### config.mk
export PLATFORM = sky130hd
export DESIGN_NAME = i2c_regmap
export DESIGN_NICKNAME = d
export VERILOG_FILES = /design/src/rtl/i2c_regmap.sv
export SDC_FILE = /design/constraint.sdc
export NUM_CORES = 1
export LEC_CHECK = 0
export BUFFER_PORTS_ARGS = -buffer_cell sky130_fd_sc_hd__buf_2
export CORE_ASPECT_RATIO = 0.75
export CORE_MARGIN = 1.5
export CORE_UTILIZATION = 45
export CTS_CLUSTER_SIZE = 8
export DETAILED_ROUTE_END_ITERATION = 8
export PLACE_DENSITY = 0.63
export SLEW_MARGIN = 25
export SYNTH_ARGS = -nofsm -noshare
export SYNTH_HDL_FRONTEND = slang
export SYNTH_SLANG_ARGS = --single-unit
### constraint.sdc
create_clock -name clk -period 2.2 [get_ports clk]
set_input_delay 0.22 -clock clk [delete_from_list [all_inputs] [get_ports clk]]
set_output_delay 0.22 -clock clk [all_outputs]
set_load 0.02 [all_outputs]
### src/rtl/i2c_regmap.sv
// rtl/i2c_regmap.sv - register map behind the I2C slave
//
// Purpose: decodes single-shot write strobes from the I2C slave into ID/version,
// control, self-clearing command, sticky W1C status with IRQ, a saturating error
// counter and shadowed GP registers that commit together when the transaction ends.
//
// Ports:
//   clk, rst_n    system clock, asynchronous active-low reset
//   i2c_active    high between START and STOP; its falling edge commits GP shadows
//   addr, wdata   register address / write data from the slave
//   wr_en_wdata   write-valid level; only its rising edge performs a write
//   rdata         registered read data for addr (1 clk latency)
//   hw_event      one-clk event strobes that set STATUS bits
//   ctrl          CTRL register
//   cmd_pulse     one-clk pulse per CMD bit written as 1
//   irq           level interrupt, |(STATUS & IRQ_EN) registered
//   gp_out        committed GP registers, GP[0] in bits [7:0]

module i2c_regmap #(
  parameter logic [7:0] CHIP_ID = 8'hA5,
  parameter logic [7:0] VERSION = 8'h01,
  parameter int         NUM_GP  = 4,
  parameter logic [7:0] GP_BASE = 8'h10
) (
  input  logic                clk,
  input  logic                rst_n,
  input  logic                i2c_active,
  input  logic [7:0]          addr,
  input  logic [7:0]          wdata,
  input  logic                wr_en_wdata,
  output logic [7:0]          rdata,
  input  logic [7:0]          hw_event,
  output logic [7:0]          ctrl,
  output logic [7:0]          cmd_pulse,
  output logic                irq,
  output logic [NUM_GP*8-1:0] gp_out
);

  logic                wr_en_q,     wr_en_d;
  logic                active_q,    active_d;
  logic [7:0]          ctrl_q,      ctrl_d;
  logic [7:0]          cmd_pulse_q, cmd_pulse_d;
  logic [7:0]          status_q,    status_d;
  logic [7:0]          irq_en_q,    irq_en_d;
  logic [7:0]          scratch_q,   scratch_d;
  logic [7:0]          err_cnt_q,   err_cnt_d;
  logic                irq_q,       irq_d;
  logic [7:0]          rdata_q,     rdata_d;
  logic [NUM_GP*8-1:0] shadow_q,    shadow_d;
  logic [NUM_GP*8-1:0] gp_out_q,    gp_out_d;

  logic       strobe;
  logic       commit;
  logic       gp_hit;
  logic [7:0] gp_rd;
  logic [7:0] clr;

  always_comb begin
    strobe = wr_en_wdata & ~wr_en_q;
    commit = active_q & ~i2c_active;
    wr_en_d  = wr_en_wdata;
    active_d = i2c_active;

    gp_hit = 1'b0;
    gp_rd  = 8'h00;
    for (int n = 0; n < NUM_GP; n++) begin
      if (addr == GP_BASE + 8'(n)) begin
        gp_hit = 1'b1;
        gp_rd  = shadow_q[n*8 +: 8];
      end
    end

    ctrl_d      = ctrl_q;
    cmd_pulse_d = 8'h00;
    irq_en_d    = irq_en_q;
    scratch_d   = scratch_q;
    err_cnt_d   = err_cnt_q;
    shadow_d    = shadow_q;
    clr         = 8'h00;

    if (strobe) begin
      case (addr)
        8'h02: ctrl_d      = wdata;
        8'h03: cmd_pulse_d = wdata;
        8'h04: clr         = wdata;
        8'h05: irq_en_d    = wdata;
        8'h06: scratch_d   = wdata;
        8'h07: err_cnt_d   = 8'h00;
        default: begin
          // ID, VERSION and anything not decoded land here as errors.
          if (gp_hit) begin
            for (int n = 0; n < NUM_GP; n++) begin
              if (addr == GP_BASE + 8'(n)) shadow_d[n*8 +: 8] = wdata;
            end
          end else if (err_cnt_q != 8'hFF) begin
            err_cnt_d = err_cnt_q + 8'd1;
          end
        end
      endcase
    end

    // Set wins over clear when an event arrives on the clearing clk.
    status_d = (status_q & ~clr) | hw_event;

    // Commit takes shadow_d so a same-clk strobe is included.
    gp_out_d = commit ? shadow_d : gp_out_q;

    irq_d = |(status_q & irq_en_q);

    case (addr)
      8'h00:   rdata_d = CHIP_ID;
      8'h01:   rdata_d = VERSION;
      8'h02:   rdata_d = ctrl_q;
      8'h04:   rdata_d = status_q;
      8'h05:   rdata_d = irq_en_q;
      8'h06:   rdata_d = scratch_q;
      8'h07:   rdata_d = err_cnt_q;
      default: rdata_d = gp_rd;
    endcase
  end

  always_ff @(posedge clk or negedge rst_n) begin
    if (!rst_n) begin
      wr_en_q     <= 1'b0;
      active_q    <= 1'b0;
      ctrl_q      <= 8'h00;
      cmd_pulse_q <= 8'h00;
      status_q    <= 8'h00;
      irq_en_q    <= 8'h00;
      scratch_q   <= 8'h00;
      err_cnt_q   <= 8'h00;
      irq_q       <= 1'b0;
      rdata_q     <= 8'h00;
      shadow_q    <= '0;
      gp_out_q    <= '0;
    end else begin
      wr_en_q     <= wr_en_d;
      active_q    <= active_d;
      ctrl_q      <= ctrl_d;
      cmd_pulse_q <= cmd_pulse_d;
      status_q    <= status_d;
      irq_en_q    <= irq_en_d;
      scratch_q   <= scratch_d;
      err_cnt_q   <= err_cnt_d;
      irq_q       <= irq_d;
      rdata_q     <= rdata_d;
      shadow_q    <= shadow_d;
      gp_out_q    <= gp_out_d;
    end
  end

  assign rdata     = rdata_q;
  assign ctrl      = ctrl_q;
  assign cmd_pulse = cmd_pulse_q;
  assign irq       = irq_q;
  assign gp_out    = gp_out_q;

endmodule

# == After elaboration in Yosys (flattened, before gate mapping) ==
# Index checks and enable logic that the tools add are counted.
# classes
n_addsub,1
eq_ne,13
muxes,23
n_reduce_logical,9
bitwise,9
# ops
cell,n
$mux 8,14
$mux 32,3
$pmux 8 s7,1
$eq 8x3->1 const B,4
$eq 8x5->1 const B,4
$and 8x8->8,2
$eq 8x2->1 const B,2
$pmux 8 s2,1
$add 8x1->8 const B,1
$eq 8x1->1 const B,1
$logic_not 8->1,1
$ne 8x8->1 const B,1
$not 8->8,1
$or 8x8->8,1
$reduce_or 8->1,1
$reduce_and 2->1,3
$reduce_or 6->1,1
$reduce_or 5->1,1
$mux 1,4
$reduce_and 4->1,1
$not 1->1,3
$and 1x1->1,2
$ne 2x1->1 const B,1
$reduce_bool 2->1,1
# word_totals
regBits,123
wordCells,67
input_bits,28
output_inout_bits,57

# == Depth between registers and ports, before layout ==
# Gate-level depths: netlist of run 1.
# depth
word_depth,8
mapped_depth,8
ltp_nobuf,5

# == Worst setup path before layout of run 1 ==
# Ideal clock, no wire load.
# synth_timing
path_type,input-to-reg
from,in addr[5]
to,reg gp_out_q[0] (netlist: gp_out[0])
setup_ps,125
arrival_ps,1721
path_buffers,1
setup_slack_ps,354
required_ps,2075
stages,6
path_cell_list,nor3_4 -> nand3_2 -> or4_4 -> buf_6 -> mux2_4 -> mux2_2
# synth_between
elab_chain_cells,8
word_cells_on_any_way,19
cone_classes,eq/ne (10); mux (8); reduce/logical (1)
# synth_rtl
element,line,text
"start, declared",28,"input logic [7:0] addr,"
$eq 8x5->1,"67, 93",
$mux 1 (4 in series),67,if (addr == GP_BASE + 8'(n)) begin
$mux 32,91,if (gp_hit) begin
$mux 32 *,82,case (addr)
$mux 32 *,81,if (strobe) begin
named net shadow_d[0],49,"logic [NUM_GP*8-1:0] shadow_q, shadow_d;"
"end signal, assigned",148,gp_out_q <= gp_out_d;
"end, declared",50,"logic [NUM_GP*8-1:0] gp_out_q, gp_out_d;"
# Mark *: on every way through the listed nets, which the timed path passes. The rest lies on a longest branch.
# A chain may end at the register's enable or synchronous reset.

# == Final worst setup path of run 1 ==
# layout_timing
from,in wr_en_wdata
to,reg gp_out_q[31] (netlist: gp_out[31])
# layout_between
elab_chain_cells,2
# layout_rtl
element,line,text
"start, declared",30,"input logic wr_en_wdata,"
$and 1x1->1,59,strobe = wr_en_wdata & ~wr_en_q;
$mux 32,81,
named net shadow_d[31],49,
# The timed path passes the listed nets, and every way through them passes these cells.

==> results.cfg, run 1 <==
[worst_setup_path]
critical_path.max_stage_delay_ns = 0.53
worstPathArrival_ns = 2.30
crit_slowest_cell = dlygate4sd3_1
end_kind = register
cp_data_required_time_ns = 2.49
worstSetupPathType = primary input to register
reg2reg_depth = 4
rrSetupSlack_ns = 0.26
r2r_start = wr_en_q
cp_cell_sequence = dlygate4sd3_1 > buf_2 > nand2b_1 > nor2_1 > nand2_1 > mux2_2 > mux2_2
worstSetupStartpointType = primary input
crit_fanout = 8
r2r-end = gp_out[5]
crit_path_frequent_cell = mux2_2

[cells_and_area]
layout.nets = 539
antenna_cells = 0
final_cell_mix = 123 x dfrtp_1, 83 x buf_2, 81 x mux2_2, 32 x nand2_1, 26 x buf_4
area_delta_synth_final_pct = 28.0
drive_gt1_frac = 0.460
layout.cells.non_filler = 684
final_common_cell = dfrtp_1
post-route-util = 0.589

[place]
place_hpwl_um = 9590
place_inst = 642
preCtsSetupSlack_ns = 0.132
routabilityCongestion = 0.970
port_buffers = 84

[power]
vdd_drop_max_mv = 0.572
leakage_nw = 3.48
pwr_density_cell_mw_per_mm2 = 855

[logic_synthesis]
syn_nets = 414
ys_ff_latch = 123
yosys.area.top_type = dfrtp_1
syn_inst = 385
synth_ff_type = dfrtp_1
syn_avg_cell_area_um2 = 13.8
syn_area_mm2 = 0.00533
synth_edf_count = 0
ys_seq_area_frac = 0.577
synthArstFlopShare = 1.00
synth_cell_types = 46
netlist_top_cells_area = dfrtp_1 58%, mux2_2 17%, mux4_2 4.2%
synth_top_cell_area_share = 0.577
yosysWarnings = 0

[sta]
worst_slack_ns = 0.196
finalCritPeriodShare = 0.911
hold_viol = 0
setup_tns_ns = 0
worst_slew_pin_slew_ns = 0.596
fin_crit_ns = 2.00
relSlewSlack = 0.603
clock_skew_ns = 0.00592
slew_violations = 0
setup_viol = 0
fmax_mhz = 499
rsz0062_at_grt = false

[clocking]
htreeDepth = 4
cts_buffer_depth = 2
worstSkewPairLatency_ns = 0.41
post_cts_buffers = 0
cts-hold-fix-buffers = 11
cts_resized = 0
cts-root-buf = clkbuf_16
cts_tree = done
clkSinkCount = 123
numCtsBuffers = 17
clkTransAtPathRegs_ns = 0.05

[floorplan]
core-area_mm2 = 0.0116
die_area_mm2 = 0.0125
start_util = 0.461
row_count = 34
die_w_um = 129
die_height_um = 97.3
design.portCount = 85

[drt]
route.vias.total = 3754
dr.first_iter.drc_count = 299
drtAntennaViolNets = 0
wire_per_inst_um = 19.7
wl_um = 13500
drc = 0
via_per_inst = 5.49
first_pass_iters = 4

[hold_path]
worstHoldPathType = primary input to asynchronous set/reset pin

[global_routing]
grt_pass1_vias = 3773
antenna_found_initial = 0
grt_max_degree = 74
grt_pass1_wl_um = 21400
grt-ovfl-total = 0
track_usage = 0.233

[job]
maxCapViolCount = 0

[status]
outcome = complete, no violations
==> logic make-up after synthesis <==
family,Yosys count,synth area share
AO/OA/AOI/OAI,53,0.0690
adder cells (fa/ha/maj),1,0.00235
buffers and inverters,18,0.0157
flip-flops,123,0.577
multiplexers,104,0.245
AND/OR/NAND/NOR,86,0.0901
==> cell type report <==
cell class	instances	area (um^2)
clock buffers	24	482
clock inverters	7	138
fillers	933	4750
inverters	3	11.3
multi-input cells	244	2170
flip-flops and latches	123	3080
well taps	162	203
repair buffers	121	741
==> report_power, final <==
| group | internal, W | switching [W] |
|---|---|---|
| sequential | 0.00236 | 0.0000820 |
| clock | 0.00197 | 0.000933 |
| combinational | 0.000209 | 0.000276 |
==> state kept, by name, summed over array words and instances (netlist names) <==
name       flops
scratch_q      8
shadow_q      32
err_cnt_q      8
rdata          8
status_q       8
cmd_pulse      8
irq            1
gp_out        32
wr_en_q        1
ctrl           8
active_q       1
irq_en_q       8
==> metal layers <==
metal | global-route usage | part of all wire | vias to the layer above
met5 | 0 | 0 | -
met4 | 0.0916 | 0.014 | 0
li1 | - | - | 1699
met3 | 0.0688 | 0.063 | 15
met2 | 0.333 | 0.45 | 126
met1 | 0.334 | 0.47 | 1914
==> worst max-delay path by stage <==
stage,depth (start not counted),from,end
global placement,7,addr[5],ctrl[3]
detailed placement,6,addr[5],gp_out[5]
floorplan,6,addr[5],gp_out[0]
global route,7,wr_en_wdata,gp_out[26]
CTS,7,wr_en_wdata,gp_out[31]
finish,7,wr_en_wdata,gp_out[31]
==> cells in the mapped netlist (all sizes together) (3+ instances only) <==
cell	number
a21o	9
a21oi	12
a221o	3
a22oi	6
and3	10
buf	9
clkbuf	6
dfrtp	123
inv	3
mux2	89
mux2i	5
mux4	10
nand2	32
nand2b	4
nand3	7
nand4	3
nor2	5
nor3	3
nor4	5
o21ai	7
or3	5
or4	4
==> worst max-delay path, delay by kind of cell <==
kind / cells / cell delay [ns]
buffers and inverters: 2 / 0.66
muxes: 2 / 0.68
and+or+nand+nor: 3 / 0.74
==> metrics by stage <==
step                hold WS, ns  cell area, um^2  total power [W]
floorplan               -0.0756             5330          0.00271
global placement         0.0295             6090          0.00294
detailed placement       0.0301             6090          0.00294
CTS                       0.146             6820          0.00588
global route              0.162             6820          0.00605
finish                    0.163             6820          0.00583
(Power assumes the default switching activity.)
==> run 2: changes to the inputs <==
- ABC_CLOCK_PERIOD_IN_PS: default -> 2200
- BUFFER_PORTS_ARGS: -buffer_cell sky130_fd_sc_hd__buf_2 -> -buffer_cell sky130_fd_sc_hd__buf_4
==> results.cfg, run 2 (synthesized netlist as in run 1, its figures left out) <==
[sta]
worst_slew_pin_slew_ns = 0.467
fmax_mhz = 498
worst_slack_ns = 0.191
hold_viol = 0
relSlewSlack = 0.686
setup_viol = 0
finalCritPeriodShare = 0.913
slew_violations = 0
setup_tns_ns = 0
rsz0062_at_grt = false
fin_crit_ns = 2.01
clock_skew_ns = 0.00866

[worst_setup_path]
critical_path.max_stage_delay_ns = 0.53
crit_fanout = 8
cp_data_required_time_ns = 2.48
critPathBufInv = 2
cp_cell_sequence = dlygate4sd3_1 > buf_4 > nand2b_1 > nor2_1 > nand2_1 > mux2_2 > mux2_2
worstPathArrival_ns = 2.29
critPathTopFamily = simple AND/OR/NAND/NOR gates
r2r_start = wr_en_q
r2r-end = gp_out[2]
crit_path_frequent_cell = mux2_2
worstSetupStartpointType = primary input
crit_slowest_cell = dlygate4sd3_1
reg2reg_depth = 4
rrSetupSlack_ns = 0.21
end_kind = register
worstSetupPathType = primary input to register

[floorplan]
row_count = 34
die_area_mm2 = 0.0125
die_height_um = 97.3
die_w_um = 129
start_util = 0.461
core-area_mm2 = 0.0116
design.portCount = 85

[hold_path]
min_path_cells = 2
min_from = wdata[6]
whs_endpoint = scratch_q[6]
worstHoldPathType = primary input to register

[cells_and_area]
drive_gt1_frac = 0.466
post-route-util = 0.605
final_common_cell = dfrtp_1
layout.nets = 538
area_delta_synth_final_pct = 31.4
antenna_cells = 0
fin_area_mm2 = 0.00700
final_cell_mix = 123 x dfrtp_1, 105 x buf_4, 81 x mux2_2, 32 x nand2_1, 17 x clkbuf_16

[power]
p_sw_frac = 0.251
pwr-share-clk = 0.467
p_int_w = 0.00419
switching_power_w = 0.00140
total_power_w = 0.00559
p_seq_frac = 0.436
leakage_nw = 3.47
p_comb_frac = 0.096
vdd_drop_max_mv = 0.561
pwr_density_cell_mw_per_mm2 = 798

[drt]
route.vias.total = 3818
via_per_inst = 5.58
wire_per_inst_um = 20.2
dr.first_iter.drc_count = 235
wl_um = 13800
drtAntennaViolNets = 0
first_pass_iters = 5
drc = 0

[place]
preCtsSetupSlack_ns = 0.102
placed_area_mm2 = 0.00633
port_buffers = 84
place_hpwl_um = 9660
routabilityCongestion = 0.877

[clocking]
numCtsBuffers = 17
post_cts_buffers = 0
clkTransAtPathRegs_ns = 0.06
cts-root-buf = clkbuf_16
worstSkewPairLatency_ns = 0.41
cts_tree = done
htreeDepth = 4
cts_buffer_depth = 2
clkSinkCount = 123

[global_routing]
grt-ovfl-total = 0
grt_pass1_vias = 3803
grt_pass1_wl_um = 21800
grt_max_degree = 60
antenna_found_initial = 0
track_usage = 0.237

[job]
maxCapViolCount = 0

[status]
outcome = complete, no violations
run 2: cell count changes in the layout (fill, tap and decap cells not counted), moves of 3 or more:
cell,delta
bufinv_16,-3
clkinvlp_4,+4
buf_4,+79
clkinv_4,+4
clkbuf_1,-3
buf_2,-83
buf_12,+3
run 2: routing by layer:
layer  global-route usage  vias up  share of wire
li1                     -     1696              -
met1                0.353     1946           0.47
met5                    0        -              0
met3               0.0529       18          0.069
met2                0.342      158           0.45
met4               0.0804        0          0.015
run 2: worst max path at each step:
stage,from,end,slack [ns],depth (start not counted)
6_report,wr_en_wdata,gp_out[26],0.19,7
5_1_grt,wr_en_wdata,gp_out[25],0.14,7
4_1_cts,wr_en_wdata,gp_out[26],0.20,7
3_5_place_dp,addr[5],gp_out[2],0.10,6
3_3_place_gp,addr[5],gp_out[4],0.11,6
2_1_floorplan,addr[5],gp_out[0],0.35,6
run 2: area by class of cell:
class | instances | area (um^2)
clock buffers | 19 | 443
clock inverters | 13 | 121
fillers | 977 | 4570
inverters | 3 | 11.3
multi-input cells | 244 | 2170
flip-flops and latches | 123 | 3080
well taps | 162 | 203
repair buffers | 120 | 978
run 2: worst reg2reg max path, delay by kind of cell, from the launching register on:
kind | cells | cell delay, ns
simple gates | 2 | 0.90
mux | 2 | 0.61
flops | 1 | 0.35
run 2: metrics by stage:
| step | std cells | hold slack, ns |
|---|---|---|
| 6_report | 684 | 0.147 |
| 5_1_grt | 684 | 0.136 |
| 4_1_cts | 684 | 0.133 |
| 3_5_place_dp | 641 | 0.0749 |
| 3_3_place_gp | 641 | 0.0737 |
| 2_1_floorplan | 385 | -0.0756 |
run 2: power by group through the flow:
stage / sequential (W) / clock (W) / combinational (W)
finish: 0.00244 / 0.00261 / 0.000540
global placement: 0.00248 / 0 / 0.000518
floorplan: 0.00249 / 0 / 0.000216
global route: 0.00245 / 0.00275 / 0.000583
CTS: 0.00244 / 0.00265 / 0.000544
detailed placement: 0.00248 / 0 / 0.000525
run 2: timing repair:
action	4_1_cts	5_1_grt
gates resized for setup	0	0
hold endpoints to repair	133	0
hold buffers	11	0
